## src/rtl/gpc_4t_fetch_pkg.sv

```systemverilog
// Shared constants and types for the 4-thread barrel fetch stage.
package gpc_4t_fetch_pkg;

    localparam int          NUM_THREADS      = 4;
    localparam int          TID_W            = $clog2(NUM_THREADS);
    localparam logic [31:0] RESET_PC         = 32'h0000_0000;
    localparam logic [31:0] THREAD_PC_STRIDE = 32'h0000_0200;
    localparam logic [31:0] I_MEM_SIZE       = 32'h0000_0800;

    // I_MEM_SIZE is a power of two, so "modulo size" is a mask.
    localparam logic [31:0] PC_MASK   = I_MEM_SIZE - 32'd1;
    localparam logic [31:0] ADDR_MASK = PC_MASK & ~32'd3;

    typedef logic [TID_W-1:0] t_tid;

    typedef struct packed {
        logic        vld;
        logic [31:0] pc;
        t_tid        tid;
    } t_fetch_req;

    // Reset PC of thread t.
    function automatic logic [31:0] f_reset_pc(input int t);
        return RESET_PC + 32'(t) * THREAD_PC_STRIDE;
    endfunction

endpackage

```

## src/rtl/gpc_4t_fetch_if.sv

```systemverilog
// Fetch-stage bus: decode-side control, instruction memory port and the
// instruction output. master = fetch stage, slave = its environment.
interface gpc_4t_fetch_if;
    import gpc_4t_fetch_pkg::*;

    logic [NUM_THREADS-1:0] thread_en;
    logic                   stall;
    logic                   jmp_valid;
    t_tid                   jmp_tid;
    logic [31:0]            jmp_target;
    logic [31:0]            imem_address;
    logic                   imem_rden;
    logic                   imem_wren;
    logic [31:0]            imem_data;
    logic [31:0]            imem_q;
    logic                   instr_valid;
    logic [31:0]            instr;
    logic [31:0]            instr_pc;
    t_tid                   instr_tid;

    modport master (
        input  thread_en, stall, jmp_valid, jmp_tid, jmp_target, imem_q,
        output imem_address, imem_rden, imem_wren, imem_data,
        output instr_valid, instr, instr_pc, instr_tid
    );

    modport slave (
        output thread_en, stall, jmp_valid, jmp_tid, jmp_target, imem_q,
        input  imem_address, imem_rden, imem_wren, imem_data,
        input  instr_valid, instr, instr_pc, instr_tid
    );

endinterface

```

## src/rtl/gpc_4t_fetch_rr_arb.sv

```systemverilog
// Round-robin arbiter: picks the first set bit of i_mask strictly after
// i_last in cyclic order. NUM_REQ must be a power of two so the index
// arithmetic wraps naturally. With an empty mask o_idx is 0 and o_any is 0.
module gpc_4t_rr_arb
    import gpc_4t_fetch_pkg::*;
#(
    parameter int NUM_REQ = NUM_THREADS,
    parameter int IDX_W   = $clog2(NUM_REQ)
) (
    input  logic [NUM_REQ-1:0] i_mask,
    input  logic [IDX_W-1:0]   i_last,
    output logic [NUM_REQ-1:0] o_gnt,
    output logic [IDX_W-1:0]   o_idx,
    output logic               o_any
);

    // Scan from the farthest candidate down to the nearest so the nearest
    // enabled requester after i_last wins; i_last itself is lowest priority.
    always_comb begin
        o_idx = '0;
        for (int k = NUM_REQ; k >= 1; k--) begin
            if (i_mask[i_last + IDX_W'(k)])
                o_idx = i_last + IDX_W'(k);
        end
    end

    assign o_any = |i_mask;

    for (genvar g = 0; g < NUM_REQ; g++) begin : g_gnt
        assign o_gnt[g] = o_any && (o_idx == IDX_W'(g));
    end

endmodule

```

## src/rtl/gpc_4t_fetch.sv

```systemverilog
// Instruction fetch for the 4-thread barrel core. One PC per thread, one
// enabled thread issued per cycle round-robin, fixed 1-cycle memory latency.
// Optional feature macro: GPC_4T_FETCH_PERF_EN adds per-thread delivered-fetch
// counters and a killed-fetch counter on perf_fetch_cnt / perf_kill_cnt.
module gpc_4t_fetch
    import gpc_4t_fetch_pkg::*;
(
    input  logic           clock,
    input  logic           rst,
    gpc_4t_fetch_if.master bus
`ifdef GPC_4T_FETCH_PERF_EN
    ,
    output logic [NUM_THREADS*32-1:0] perf_fetch_cnt,
    output logic [15:0]               perf_kill_cnt
`endif
);

    logic [31:0]            r_pc [NUM_THREADS];
    t_tid                   r_rr_ptr;
    t_fetch_req             r_iss;
    logic [31:0]            r_addr;
    logic                   r_rden;

    logic [NUM_THREADS-1:0] w_gnt;
    t_tid                   w_sel;
    logic                   w_any;
    logic                   w_issue;
    logic                   w_issue_kill;
    logic                   w_resp_kill;
    logic [31:0]            w_addr_new;

    gpc_4t_rr_arb #(
        .NUM_REQ (NUM_THREADS)
    ) u_arb (
        .i_mask (bus.thread_en),
        .i_last (r_rr_ptr),
        .o_gnt  (w_gnt),
        .o_idx  (w_sel),
        .o_any  (w_any)
    );

    assign w_addr_new   = r_pc[w_sel] & ADDR_MASK;
    assign w_issue      = !bus.stall && w_any;
    // Redirect hitting the thread being selected this cycle.
    assign w_issue_kill = w_issue && bus.jmp_valid && (bus.jmp_tid == w_sel);
    // Redirect hitting the thread whose fetch is in flight: wrong path.
    assign w_resp_kill  = r_iss.vld && bus.jmp_valid && (bus.jmp_tid == r_iss.tid);

    // Per-thread PC: redirect wins over the post-issue increment, and a
    // redirect is taken even while stalled.
    always_ff @(posedge clock or posedge rst) begin
        if (rst) begin
            for (int t = 0; t < NUM_THREADS; t++)
                r_pc[t] <= f_reset_pc(t);
        end else begin
            for (int t = 0; t < NUM_THREADS; t++) begin
                if (bus.jmp_valid && bus.jmp_tid == t_tid'(t))
                    r_pc[t] <= bus.jmp_target & ~32'd3;
                else if (w_issue && w_gnt[t])
                    r_pc[t] <= (r_pc[t] + 32'd4) & PC_MASK;
            end
        end
    end

    // Issue register and round-robin pointer; held during stall except for
    // dropping a wrong-path fetch.
    always_ff @(posedge clock or posedge rst) begin
        if (rst) begin
            r_rr_ptr <= t_tid'(NUM_THREADS - 1);
            r_iss    <= '0;
        end else if (!bus.stall) begin
            r_iss.vld <= w_issue && !w_issue_kill;
            if (w_issue) begin
                r_rr_ptr  <= w_sel;
                r_iss.pc  <= w_addr_new;
                r_iss.tid <= w_sel;
            end
        end else if (w_resp_kill) begin
            r_iss.vld <= 1'b0;
        end
    end

    // Last memory request, replayed while stalled so the registered memory
    // output (and therefore instr) stays stable.
    always_ff @(posedge clock or posedge rst) begin
        if (rst) begin
            r_addr <= RESET_PC & ADDR_MASK;
            r_rden <= 1'b0;
        end else if (!bus.stall) begin
            r_addr <= w_addr_new;
            r_rden <= w_any;
        end
    end

    assign bus.imem_address = bus.stall ? r_addr : w_addr_new;
    assign bus.imem_rden    = !rst && (bus.stall ? r_rden : w_any);
    assign bus.imem_wren    = 1'b0;
    assign bus.imem_data    = '0;

    assign bus.instr_valid  = r_iss.vld && !w_resp_kill;
    assign bus.instr        = bus.imem_q;
    assign bus.instr_pc     = r_iss.pc;
    assign bus.instr_tid    = r_iss.tid;

`ifdef GPC_4T_FETCH_PERF_EN
    logic [NUM_THREADS-1:0][31:0] r_fetch_cnt;
    logic [15:0]                  r_kill_cnt;
    logic [16:0]                  w_kill_sum;

    assign w_kill_sum = {1'b0, r_kill_cnt} + 17'(w_issue_kill) + 17'(w_resp_kill);

    // Saturating counters: fetches consumed by decode, and killed fetches.
    always_ff @(posedge clock or posedge rst) begin
        if (rst) begin
            r_fetch_cnt <= '0;
            r_kill_cnt  <= '0;
        end else begin
            for (int t = 0; t < NUM_THREADS; t++) begin
                if (bus.instr_valid && !bus.stall && r_iss.tid == t_tid'(t) &&
                    r_fetch_cnt[t] != '1)
                    r_fetch_cnt[t] <= r_fetch_cnt[t] + 32'd1;
            end
            r_kill_cnt <= w_kill_sum[16] ? 16'hFFFF : w_kill_sum[15:0];
        end
    end

    assign perf_fetch_cnt = r_fetch_cnt;
    assign perf_kill_cnt  = r_kill_cnt;
`endif

endmodule

```

## src/flat_wrapper.sv

```systemverilog
// flat-port wrapper written by rule: the top's interface ports become plain ports
module gpc_4t_fetch_flat import gpc_4t_fetch_pkg::*;
  (clock, rst, bus_thread_en, bus_stall, bus_jmp_valid, bus_jmp_tid, bus_jmp_target, bus_imem_q, bus_imem_address, bus_imem_rden, bus_imem_wren, bus_imem_data, bus_instr_valid, bus_instr, bus_instr_pc, bus_instr_tid);
  gpc_4t_fetch_if bus_i ();
  input  logic clock;
  input  logic rst;
  input wire logic [$bits(bus_i.thread_en)-1:0] bus_thread_en;
  input wire logic [$bits(bus_i.stall)-1:0] bus_stall;
  input wire logic [$bits(bus_i.jmp_valid)-1:0] bus_jmp_valid;
  input wire logic [$bits(bus_i.jmp_tid)-1:0] bus_jmp_tid;
  input wire logic [$bits(bus_i.jmp_target)-1:0] bus_jmp_target;
  input wire logic [$bits(bus_i.imem_q)-1:0] bus_imem_q;
  output wire logic [$bits(bus_i.imem_address)-1:0] bus_imem_address;
  output wire logic [$bits(bus_i.imem_rden)-1:0] bus_imem_rden;
  output wire logic [$bits(bus_i.imem_wren)-1:0] bus_imem_wren;
  output wire logic [$bits(bus_i.imem_data)-1:0] bus_imem_data;
  output wire logic [$bits(bus_i.instr_valid)-1:0] bus_instr_valid;
  output wire logic [$bits(bus_i.instr)-1:0] bus_instr;
  output wire logic [$bits(bus_i.instr_pc)-1:0] bus_instr_pc;
  output wire logic [$bits(bus_i.instr_tid)-1:0] bus_instr_tid;
  assign bus_i.thread_en = bus_thread_en;
  assign bus_i.stall = bus_stall;
  assign bus_i.jmp_valid = bus_jmp_valid;
  assign bus_i.jmp_tid = bus_jmp_tid;
  assign bus_i.jmp_target = bus_jmp_target;
  assign bus_i.imem_q = bus_imem_q;
  assign bus_imem_address = bus_i.imem_address;
  assign bus_imem_rden = bus_i.imem_rden;
  assign bus_imem_wren = bus_i.imem_wren;
  assign bus_imem_data = bus_i.imem_data;
  assign bus_instr_valid = bus_i.instr_valid;
  assign bus_instr = bus_i.instr;
  assign bus_instr_pc = bus_i.instr_pc;
  assign bus_instr_tid = bus_i.instr_tid;
  gpc_4t_fetch u_core (.clock(clock), .rst(rst), .bus(bus_i));
endmodule
```

## config.mk

```make
export PLATFORM = sky130hd
export DESIGN_NAME = gpc_4t_fetch_flat
export DESIGN_NICKNAME = d
export VERILOG_FILES = /design/src/rtl/gpc_4t_fetch_pkg.sv /design/src/rtl/gpc_4t_fetch_if.sv /design/src/rtl/gpc_4t_fetch_rr_arb.sv /design/src/rtl/gpc_4t_fetch.sv /design/src/flat_wrapper.sv
export SDC_FILE = /design/constraint.sdc
export NUM_CORES = 1
export LEC_CHECK = 0
export CAP_MARGIN = 15
export CORE_ASPECT_RATIO = 2
export CORE_MARGIN = 4
export CORE_UTILIZATION = 44
export CTS_BUF_LIST = sky130_fd_sc_hd__clkbuf_16
export CTS_CLUSTER_DIAMETER = 200
export DETAILED_ROUTE_END_ITERATION = 8
export HOLD_SLACK_MARGIN = 0.05
export PLACE_DENSITY = 0.81
export SETUP_SLACK_MARGIN = 0.02
export SYNTH_ARGS = -nofsm -noshare
export SYNTH_HDL_FRONTEND = slang
export SYNTH_SLANG_ARGS = --single-unit
export TNS_END_PERCENT = 20
```

## constraint.sdc

```tcl
create_clock -name clock -period 3.17 [get_ports clock]
set_clock_uncertainty 0.1 [all_clocks]
set_input_delay 0.4755 -clock clock [delete_from_list [all_inputs] [get_ports clock]]
set_output_delay 0.4755 -clock clock [all_outputs]
set_load 0.005 [all_outputs]
```

==> results of run 1 <==
-- synth_stat cells (all sizes together) (2+ instances only) --
cell type,instances,area share
xor2,12,0.020
and3,3,0.0037
inv,2,0.0015
nand2b,5,0.0061
o31ai,9,0.013
mux2,12,0.026
clkbuf,17,0.012
nor3b,2,0.0039
a31oi,4,0.0078
nand2,36,0.026
dfstp,6,0.031
nor3,8,0.0088
a21o,3,0.0044
nand3,16,0.016
a211oi,19,0.028
buf,110,0.16
and2,42,0.051
mux2i,13,0.025
o21ai,19,0.019
nand3b,2,0.0029
dfrtp,77,0.37
nor4,7,0.020
or3,2,0.0024
ha,4,0.0097
xnor2,23,0.039
a21oi,28,0.027
nand4,3,0.0037
nor2,36,0.027
a22oi,9,0.013
-- layout by cell type, fill, tap and decap left out, types with 10 or more instances in the layout --
cell,n
xnor2_1,23
a211oi_2,10
dfrtp_1,77
nand3_1,16
nand2_1,36
nor2_1,35
xor2_1,12
o21ai_1,14
and2_1,42
buf_4,39
mux2i_1,13
conb_1,56
clkdlybuf4s50_1,53
a21oi_1,28
-- cell type report --
class                           instances  area (um^2)  share of cell area
Clock buffer                            9        225.2             0.03750
Clock inverter                          7        37.54            0.006250
Inverter                                2        8.758            0.001458
Multi-Input combinational cell        381         2474              0.4119
Sequential cell                        83         2085              0.3471
Tap cell                              142        177.7             0.02958
Timing Repair Buffer                  107        998.5              0.1663
-- critical path, delay by kind of cell --
kind | cells | cell delay [ns]
AOI/OAI and AO/OA | 4 | 1.03
buffers and inverters | 3 | 0.87
and+or+nand+nor | 1 | 0.18
-- cell families (layout without fill, tap and decap cells) --
group	after synthesis	count (layout)	share of synthesized area
mux	25	25	0.05162
xor+xnor	35	35	0.05965
fa+ha+maj	4	4	0.009740
other cells	1	56	0.0007298
flops	83	83	0.4056
compound gates	95	95	0.1193
buf+inv	129	125	0.1734
simple gates	166	166	0.1799
-- layer usage --
metal	track usage	up-vias	routed length, um	part of all wire
met5	0	-	0	0
met2	0.3698	178	7375	0.53
met1	0.1967	1865	4603	0.33
met4	0.1693	0	1100	0.080
li1	-	1779	-	-
met3	0.03799	68	749	0.054
-- worst paths after layout --
path / startpoint / endpoint / slack, ns / cells past startpoint
max: bus_thread_en[0] / bus_imem_address[6] / 0.04 / 8
min: u_core.r_addr[9]$_DFF_PP0_ / u_core.r_addr[9]$_DFF_PP0_ / 0.38 / 2
max reg2reg: u_core.r_rr_ptr[0]$_DFFE_PP1P_ / u_core.bus.instr_pc[5]$_DFFE_PP0P_ / 0.55 / 8
min reg2reg: u_core.r_addr[9]$_DFF_PP0_ / u_core.r_addr[9]$_DFF_PP0_ / 0.38 / 2
max in group asynchronous: rst / u_core.r_pc[10]$_DFFE_PP1P_ / 1.71 / 3
min in group asynchronous: rst / u_core.r_addr[13]$_DFF_PP0_ / 0.52 / 2
-- sequential cells by signal, indices dropped and copies added (netlist names) --
register	count
u_core.bus.instr_pc	9
u_core.bus.instr_tid	2
u_core.r_addr	32
u_core.r_iss	1
u_core.r_pc	36
u_core.r_rden	1
u_core.r_rr_ptr	2
-- stage by stage --
step | instance area [um^2] | std cells
after detailed placement | 5644 | 715
after CTS | 5937 | 731
after floorplan | 5345 | 593
after global placement | 5644 | 715
final | 6006 | 731
after global routing | 6006 | 731
-- power by group through the flow --
stage          Combinational [uW]  Sequential (uW)  Clock, uW
2_1_floorplan                1140             1600          0
3_3_place_gp                 1610             1720          0
3_5_place_dp                 1650             1740          0
4_1_cts                      1660             1720        959
5_1_grt                      1860             1770       1000
6_report                     1700             1740        942
-- repair_timing --
action	CTS	global route
resized for setup	18	20
pin swaps	4	5
setup endpoints to repair	9	9
==> flow_summary_export.csv, run 1 <==
group,metric,value,unit
floorplan,start_util,0.4526,
logic_synthesis,synth_cell_types,48,
cells_and_area,n_fill_cell,1040,
cells_and_area,n_antenna_cell,0,
sta,worst_slack,0.04113,ns
critical_path,slowest_stage,"clkdlybuf4s50_1",
critical_path,arrival,2.55,ns
sta,max_freq,0.3196,GHz
detailed_routing,wl,13.83,mm
critical_path,critical_path_class,"in -> out",
detailed_routing,drc,0,
grt,antenna_found_initial,0,
critical_path,worstSetupEndpointType,"primary output",
clock_network,clock_latency,0.34,ns
clock_network,htreeDepth,3,
power_and_ir_drop,p_comb_frac,0.388,
logic_synthesis,synth-seq-cells,83,
cells_and_area,area_growth,16.87,%
power_and_ir_drop,ir_drop,0.0003145,V
power_and_ir_drop,seqPwrFrac,0.396,
clock_network,cts_tree,"done",
floorplan,rows,55,
logic_synthesis,synth_area,5139,um^2
power_and_ir_drop,power,4379,uW
detailed_routing,drtIter0Drc,208,
floorplan,die_w,84.42,um
logic_synthesis,syn_avg_cell_area,9.551,um^2
critical_path,crit_required,2.59,ns
logic_synthesis,synth_warnings,0,
sta,rsz0062_at_grt,"yes",
grt,grt_pass1_wl,21.49,mm
detailed_routing,vias,3890,
logic_synthesis,synth-seq-area-share,0.4056,
logic_synthesis,synth_edf_count,0,
power_and_ir_drop,leakage,0.002602,uW
floorplan,core_area,11350,um^2
clock_network,root_buffer,"clkbuf_16",
detailed_routing,avgViaCountPerCell,5.321,
critical_path,path_max_fanout,8,
place,portBuffers,63,
sta,slew_headroom,0.5078,
floorplan,io_pins,207,
sta,finalHoldViolCount,0,
critical_path,startpoint_type,"input port",
clock_network,cts_buffers,9,
clock_network,cts_buffer_depth,2,
cells_and_area,finalNetCount,662,
critical_path,critical_path.cell_chain,"clkdlybuf4s50_1 > o21a_1 > a211o_4 > buf_4 > and2_1 > a211oi_2 > o31ai_1 > dlygate4sd2_1",
min_path,min_path_type,"reg -> reg",
power_and_ir_drop,p_switching,1655,uW
sta,setup_viol,0,
logic_synthesis,ys_async_sr_fraction,1.000,
grt,grt_max_degree,47,
detailed_routing,wl_per_cell,18.92,um
clock_network,cts-hold-fix-buffers,0,
floorplan,die_y,160.8,um
place,gp_congestion,0.9739,
power_and_ir_drop,switching_share,0.3780,
sta,finalSetupTns,0,ns
job,max-cap-violations,0,
sta,timing.hold.ws,0.3798,ns
sta,post-route-period-util,0.9870,
critical_path,critPathMaxStageDelay,0.43,ns
sta,drv_slew,0,
floorplan,dieArea,13580,um^2
grt,grt_pass1_vias,4062,
power_and_ir_drop,p_int,2723,uW
detailed_routing,dr.pass1.iters,4,
logic_synthesis,ys.flop_type,"dfrtp_1",
clock_network,cts_setup_buffers,0,
logic_synthesis,synth_cells,538,
cells_and_area,final_util,0.5289,
power_and_ir_drop,powerDensity,729.1,nW/um^2
power_and_ir_drop,power_frac_clock,0.215,
clock_network,clkTransAtPathRegs,0.06,ns
clock_network,cts_sinks,83,
cells_and_area,layout-drive-gt1-share,0.1749,
grt,grt_util_all_layers,0.2054,
detailed_routing,antenna_left,0,
grt,gr-total-overflow,0,
place,pre_cts_slack,-0.4252,ns
sta,tightestPinTransition,0.7374,ns
status,status,"finished, final reports clean",
place,post-dp-hpwl,10.49,mm
sta,period_needed,3.129,ns
Power figures use the tool's default switching activity.
==> inputs of run 2 (changes only) <==
CAP_MARGIN = 10   (was 15)
CORE_UTILIZATION = 43   (was 44)
SYNTH_HIERARCHICAL = 1   (was unset)
==> flow_summary_export.csv, run 2 <==
group,metric,value,unit
job,max-cap-violations,0,
logic_synthesis,yosys.area.top_type,"dfrtp_1",
logic_synthesis,synthSimpleGateAreaFrac,0.1729,
cells_and_area,most-common-layout-cells,"77 x dfrtp_1, 69 x nand2_1, 56 x conb_1, 51 x clkdlybuf4s50_1, 26 x buf_4",
floorplan,dieArea,13140,um^2
detailed_routing,drtIter0Drc,203,
logic_synthesis,synthXorXnorAreaFrac,0.06505,
logic_synthesis,synth_cells,495,
min_path,worstHoldPathCells,2,
logic_synthesis,synth_area,4847,um^2
sta,max_freq,0.3172,GHz
logic_synthesis,synth_edf_count,0,
critical_path,critPathMaxStageDelay,0.57,ns
sta,setup_viol,0,
place,gp_congestion,0.8830,
critical_path,startpoint_type,"register",
floorplan,io_pins,207,
cells_and_area,n_antenna_cell,0,
grt,grt_pass1_wl,17.55,mm
critical_path,path_max_fanout,6,
power_and_ir_drop,p_comb_frac,0.330,
critical_path,r2r_end,"u_core/r_addr[6]$_DFF_PP0_",
detailed_routing,antenna_left,0,
detailed_routing,avgViaCountPerCell,5.090,
sta,timing.hold.ws,0.3742,ns
power_and_ir_drop,powerDensity,674.7,nW/um^2
cells_and_area,final_cells,680,
power_and_ir_drop,seqPwrFrac,0.432,
critical_path,rr_worst_depth,8,
critical_path,slowest_stage,"dfstp_2",
min_path,min_path_type,"reg -> reg",
clock_network,cts_buffers,9,
min_path,holdPathEnd,"u_core/bus.instr_pc[8]$_DFFE_PP0P_",
cells_and_area,final_area,5577,um^2
grt,grt_pass1_vias,3537,
logic_synthesis,syn_avg_cell_area,9.792,um^2
grt,grt_util_all_layers,0.1679,
floorplan,core_area,10950,um^2
logic_synthesis,ys_async_sr_fraction,1.000,
sta,finalHoldViolCount,0,
power_and_ir_drop,p_int,2566,uW
critical_path,critical_path.cell_chain,"nand2b_4 > a21oi_2 > o221ai_2 > buf_6 > buf_6 > mux4_2 > mux2_4 > buf_6",
place,post-dp-hpwl,8.261,mm
detailed_routing,drc,0,
place,dpl_cell_area,5189,um^2
power_and_ir_drop,switching_share,0.3180,
sta,rsz0062_at_grt,"yes",
logic_synthesis,yosysTopAreaCellShare,0.3975,
grt,gr-total-overflow,0,
clock_network,cts_sinks,83,
critical_path,crit_required,2.59,ns
logic_synthesis,synth_common_cells,"99 x buf_4, 77 x dfrtp_1, 69 x nand2_1, 25 x and2_1, 23 x nor2_1",
logic_synthesis,synth_area_leaders,"dfrtp_1 40%, buf_4 15%, nand2_1 5.3%",
critical_path,rr_startpoint,"u_core/r_rr_ptr[1]$_DFFE_PP1P_",
power_and_ir_drop,leakage,0.002544,uW
sta,drv_slew,0,
logic_synthesis,synthMuxAreaShare,0.07331,
floorplan,die_w,83.08,um
critical_path,arrival,2.58,ns
critical_path,cp_common_cell,"buf_6",
floorplan,rows,54,
min_path,min_from,"u_core/bus.instr_pc[8]$_DFFE_PP0P_",
cells_and_area,layout-drive-gt1-share,0.1648,
power_and_ir_drop,power,3762,uW
logic_synthesis,synth_warnings,6,
clock_network,htreeDepth,3,
status,status,"finished, final reports clean",
power_and_ir_drop,ir_drop,0.0003640,V
grt,grt_max_degree,44,
cells_and_area,finalNetCount,613,
detailed_routing,vias,3461,
clock_network,root_buffer,"clkbuf_16",
critical_path,reg2reg_slack,0.72,ns
logic_synthesis,ys.flop_type,"dfrtp_1",
clock_network,cts_tree,"done",
clock_network,cts-hold-fix-buffers,0,
logic_synthesis,synth_top_family_by_area,"buffers and inverters",
critical_path,worstSetupEndpointType,"primary output",
detailed_routing,wl,11.06,mm
logic_synthesis,synth-seq-cells,83,
sta,period_needed,3.152,ns
critical_path,critical_path_class,"reg -> out",
sta,finalSetupTns,0,ns
place,portBuffers,63,
detailed_routing,wl_per_cell,16.26,um
logic_synthesis,synth_compound_area_frac,0.06660,
cells_and_area,area_growth,15.05,%
power_and_ir_drop,power_frac_clock,0.238,
logic_synthesis,synth_cell_types,51,
cells_and_area,regMostFlops,"u_core/r_pc",
sta,post-route-period-util,0.9944,
sta,tightestPinTransition,0.7330,ns
power_and_ir_drop,p_switching,1196,uW
detailed_routing,dr.pass1.iters,4,
logic_synthesis,synth_fa_ha_area_frac,0.01033,
place,dp_cells,653,
floorplan,start_util,0.4428,
cells_and_area,largest_reg_flops,36,
floorplan,die_y,158.2,um
logic_synthesis,synth-seq-area-share,0.4300,
clock_network,clock_latency,0.33,ns
clock_network,clkTransAtPathRegs,0.06,ns
sta,slew_headroom,0.5099,
grt,antenna_found_initial,0,
clock_network,cts_buffer_depth,2,
logic_synthesis,synth.most_common_cell,"buf_4",
cells_and_area,final_common_cell,"dfrtp_1",
run 2: cell types whose count changed in the layout (fill, tap and decap cells not counted), sizes merged, moves of 9 or more:
| cell | delta |
|---|---|
| nand2 | +33 |
| a211oi | -17 |
| and2 | -17 |
| nor2 | -12 |
| a22oi | -9 |
| mux2i | -9 |
| mux4 | +9 |
| o31ai | -9 |
run 2: critical path, delay by kind of cell (launching register included):
family                 cells  cell delay, ns
flip-flops                 1            0.57
multiplexers               2            0.83
AND/OR/NAND/NOR            1            0.14
buffers and inverters      3            0.41
AO/OA/AOI/OAI              2            0.29
run 2: cell families after synthesis:
| family | count (synthesis) |
|---|---|
| and+or+nand+nor | 166 |
| buffers and inverters | 127 |
| DFF | 83 |
| AOI/OAI and AO/OA | 55 |
| xor gates and xnor gates | 36 |
| muxes | 23 |
| adders and majority gates | 4 |
| other | 1 |
run 2: layout make-up:
class / instances / area (um^2)
clock buffer: 9 / 225.2
clock inverter: 7 / 28.78
fill: 991 / 5369
inverter: 6 / 23.77
multi-input combinational: 340 / 2152
sequential: 83 / 2085
tap: 140 / 175.2
timing repair buffer: 95 / 887.1
run 2: metal layers:
layer,vias to the layer above,GRT usage,routed length [um]
met4,0,0.1177,552
met3,54,0.03021,691
li1,1573,-,-
met5,-,0,0
met2,173,0.3185,6088
met1,1661,0.1612,3723
run 2: through the flow:
step,setup slack [ns],utilization
2_1_floorplan,0.4519,-
3_3_place_gp,-0.3827,0.4741
3_5_place_dp,-0.4209,0.4741
4_1_cts,0.003587,0.5085
5_1_grt,-0.08287,0.5095
6_report,0.01791,0.5095
run 2: what timing repair did:
item	CTS	global route
setup buffers	10	0
cloned	1	0
gates resized for setup	53	7
hold endpoints to repair	0	0
endpoints found under the setup margin	9	9
pin swaps	2	0
run 2: worst max-delay path by stage:
stage	cells after the start	slack [ns]	startpoint	to
2_1_floorplan	7	0.45	bus_thread_en[3]	bus_imem_address[10]
3_3_place_gp	8	-0.38	bus_thread_en[3]	bus_imem_address[5]
3_5_place_dp	8	-0.42	bus_thread_en[3]	bus_imem_address[5]
4_1_cts	7	0.004	u_core/r_rr_ptr[1]$_DFFE_PP1P_	bus_imem_address[2]
5_1_grt	8	-0.08	u_core/r_rr_ptr[1]$_DFFE_PP1P_	bus_imem_address[8]
6_report	8	0.02	u_core/r_rr_ptr[1]$_DFFE_PP1P_	bus_imem_address[5]
run 2: power by group through the flow:
| stage | Combinational, uW | Clock, uW | Sequential [uW] |
|---|---|---|---|
| after floorplan | 861 | 0 | 1530 |
| after global placement | 1120 | 0 | 1610 |
| after detailed placement | 1160 | 0 | 1630 |
| after CTS | 1230 | 913 | 1610 |
| after global routing | 1370 | 959 | 1660 |
| final | 1240 | 896 | 1620 |
==> inputs of run 3 (changes only) <==
RECOVER_POWER = 25   (was unset)
==> flow_summary_export.csv, run 3 (synthesized netlist as in run 2, its figures left out) <==
group,metric,value,unit
floorplan,die_y,158.2,um
min_path,min_path_type,"reg -> reg",
sta,finalSetupTns,0,ns
power_and_ir_drop,p_int,2566,uW
sta,drv_slew,37,
critical_path,arrival,2.58,ns
critical_path,rr_worst_depth,8,
detailed_routing,wl_per_cell,16.26,um
cells_and_area,regMostFlops,"u_core/r_pc",
sta,period_needed,3.152,ns
power_and_ir_drop,p_comb_frac,0.330,
critical_path,reg2reg_slack,0.72,ns
critical_path,worstSetupEndpointType,"primary output",
floorplan,start_util,0.4428,
critical_path,critical_path.cell_chain,"nand2b_4 > a21oi_2 > o221ai_2 > buf_6 > buf_6 > mux4_2 > mux2_4 > buf_6",
place,post-dp-hpwl,8.261,mm
cells_and_area,multiInputGateArea,2152,um^2
detailed_routing,wl,11.06,mm
floorplan,rows,54,
sta,finalHoldViolCount,0,
power_and_ir_drop,switching_share,0.3180,
sta,tightestPinTransition,1.542,ns
critical_path,rr_startpoint,"u_core/r_rr_ptr[1]$_DFFE_PP1P_",
sta,post-route-period-util,0.9944,
place,gp_congestion,0.8830,
job,max-cap-violations,1,
cells_and_area,n_fill_cell,991,
grt,antenna_found_initial,0,
clock_network,cts_tree,"done",
detailed_routing,vias,3452,
sta,setup_viol,0,
critical_path,slowest_stage,"dfstp_2",
min_path,min_from,"u_core/bus.instr_pc[8]$_DFFE_PP0P_",
critical_path,startpoint_type,"register",
floorplan,core_area,10950,um^2
clock_network,htreeDepth,3,
clock_network,clkTransAtPathRegs,0.06,ns
clock_network,cts-hold-fix-buffers,0,
cells_and_area,final_common_cell,"dfrtp_1",
clock_network,cts_buffer_depth,2,
critical_path,path_max_fanout,6,
cells_and_area,final_util,0.5095,
cells_and_area,register_area,2085,um^2
power_and_ir_drop,seqPwrFrac,0.432,
cells_and_area,layout-drive-gt1-share,0.1648,
floorplan,die_w,83.08,um
cells_and_area,n_antenna_cell,0,
min_path,holdPathEnd,"u_core/bus.instr_pc[8]$_DFFE_PP0P_",
critical_path,critPathMaxStageDelay,0.57,ns
critical_path,crit_required,2.59,ns
place,portBuffers,63,
detailed_routing,antenna_left,0,
floorplan,dieArea,13140,um^2
critical_path,critical_path_class,"reg -> out",
status,status,"complete, but fails checks",
sta,max_freq,0.3172,GHz
grt,gr-total-overflow,0,
cells_and_area,largest_reg_flops,36,
sta,rsz0062_at_grt,"yes",
clock_network,cts_buffers,9,
power_and_ir_drop,p_switching,1196,uW
clock_network,cts_sinks,83,
critical_path,cp_common_cell,"buf_6",
grt,grt_pass1_wl,17.55,mm
grt,grt_pass1_vias,3537,
critical_path,crit_buf_inv,3,
sta,slew_headroom,-0.03360,
detailed_routing,dr.pass1.iters,4,
clock_network,clock_latency,0.33,ns
min_path,worstHoldPathCells,2,
critical_path,critPathTopFamily,"multiplexers",
power_and_ir_drop,power_frac_clock,0.238,
floorplan,io_pins,207,
sta,timing.hold.ws,0.3742,ns
power_and_ir_drop,leakage,0.002540,uW
detailed_routing,drtIter0Drc,203,
status,violations,"capacitance limit, slew limit",
grt,grt_max_degree,44,
grt,grt_util_all_layers,0.1679,
power_and_ir_drop,powerDensity,674.7,nW/um^2
cells_and_area,most-common-layout-cells,"77 x dfrtp_1, 69 x nand2_1, 56 x conb_1, 50 x clkdlybuf4s50_1, 26 x buf_4",
cells_and_area,area_growth,15.05,%
clock_network,root_buffer,"clkbuf_16",
detailed_routing,avgViaCountPerCell,5.076,
power_and_ir_drop,ir_drop,0.0003641,V
critical_path,r2r_end,"u_core/r_addr[6]$_DFF_PP0_",
detailed_routing,drc,0,
cells_and_area,finalNetCount,613,
run 3: cell types whose count changed in the layout (fill, tap and decap cells not counted):
cell             before  now
clkdlybuf4s50_1      51   50
clkinv_2              3    2
clkinvlp_2            0    1
dlygate4sd3_1         0    1
run 3: worst register-to-register path: cells and delay by family (launching register included):
family | cells | cell delay (ns)
flip-flops | 1 | 0.57
buffers and inverters | 3 | 0.44
AO/OA/AOI/OAI | 2 | 0.29
AND/OR/NAND/NOR | 1 | 0.14
multiplexers | 2 | 0.81
run 3: stage by stage:
stage	total power, uW	instances	setup WS (ns)	area (um^2)
floorplan	2393	550	0.4519	5054
global route	3981	680	-0.08287	5577
global placement	2730	653	-0.3827	5189
CTS	3754	680	0.003587	5565
finish	3763	680	0.01783	5577
detailed placement	2783	653	-0.4209	5189
run 3: power groups by stage:
stage	Sequential, uW	Combinational [uW]	Clock (uW)
final	1620	1240	896
after global routing	1660	1370	959
after CTS	1610	1230	913
after detailed placement	1630	1160	0
after global placement	1610	1120	0
after floorplan	1530	861	0
run 3: repair_timing:
action / 4_1_cts / 5_1_grt
endpoints found under the hold margin: 0 / 0
cloned: 1 / 0
buffers inserted: 10 / 0
pin swaps: 2 / 0
setup endpoints to repair: 9 / 9
resized for setup: 53 / 7
run 3: layer usage:
layer  up-vias  global-route usage  part of all wire
li1       1573                   -                 -
met1      1656              0.1612              0.34
met2       169              0.3185              0.55
met3        54             0.03021             0.062
met4         0              0.1177             0.050
met5         -                   0                 0
run 3: cell type report:
type                       instances  area share
sequential                        83      0.3738
multi-input combinational        340      0.3859
clock buffer                       9     0.04039
inverter                           6    0.004263
timing repair buffer              95      0.1591
clock inverter                     7    0.005160
tap                              140     0.03141
run 3: how the worst max path moves through the flow:
| stage | start | endpoint | slack, ns | depth (start not counted) |
|---|---|---|---|---|
| after detailed placement | bus_thread_en[3] | bus_imem_address[5] | -0.42 | 8 |
| after global placement | bus_thread_en[3] | bus_imem_address[5] | -0.38 | 8 |
| after floorplan | bus_thread_en[3] | bus_imem_address[10] | 0.45 | 7 |
| after CTS | u_core/r_rr_ptr[1]$_DFFE_PP1P_ | bus_imem_address[2] | 0.004 | 7 |
| after global routing | u_core/r_rr_ptr[1]$_DFFE_PP1P_ | bus_imem_address[8] | -0.08 | 8 |
| final | u_core/r_rr_ptr[1]$_DFFE_PP1P_ | bus_imem_address[5] | 0.02 | 8 |
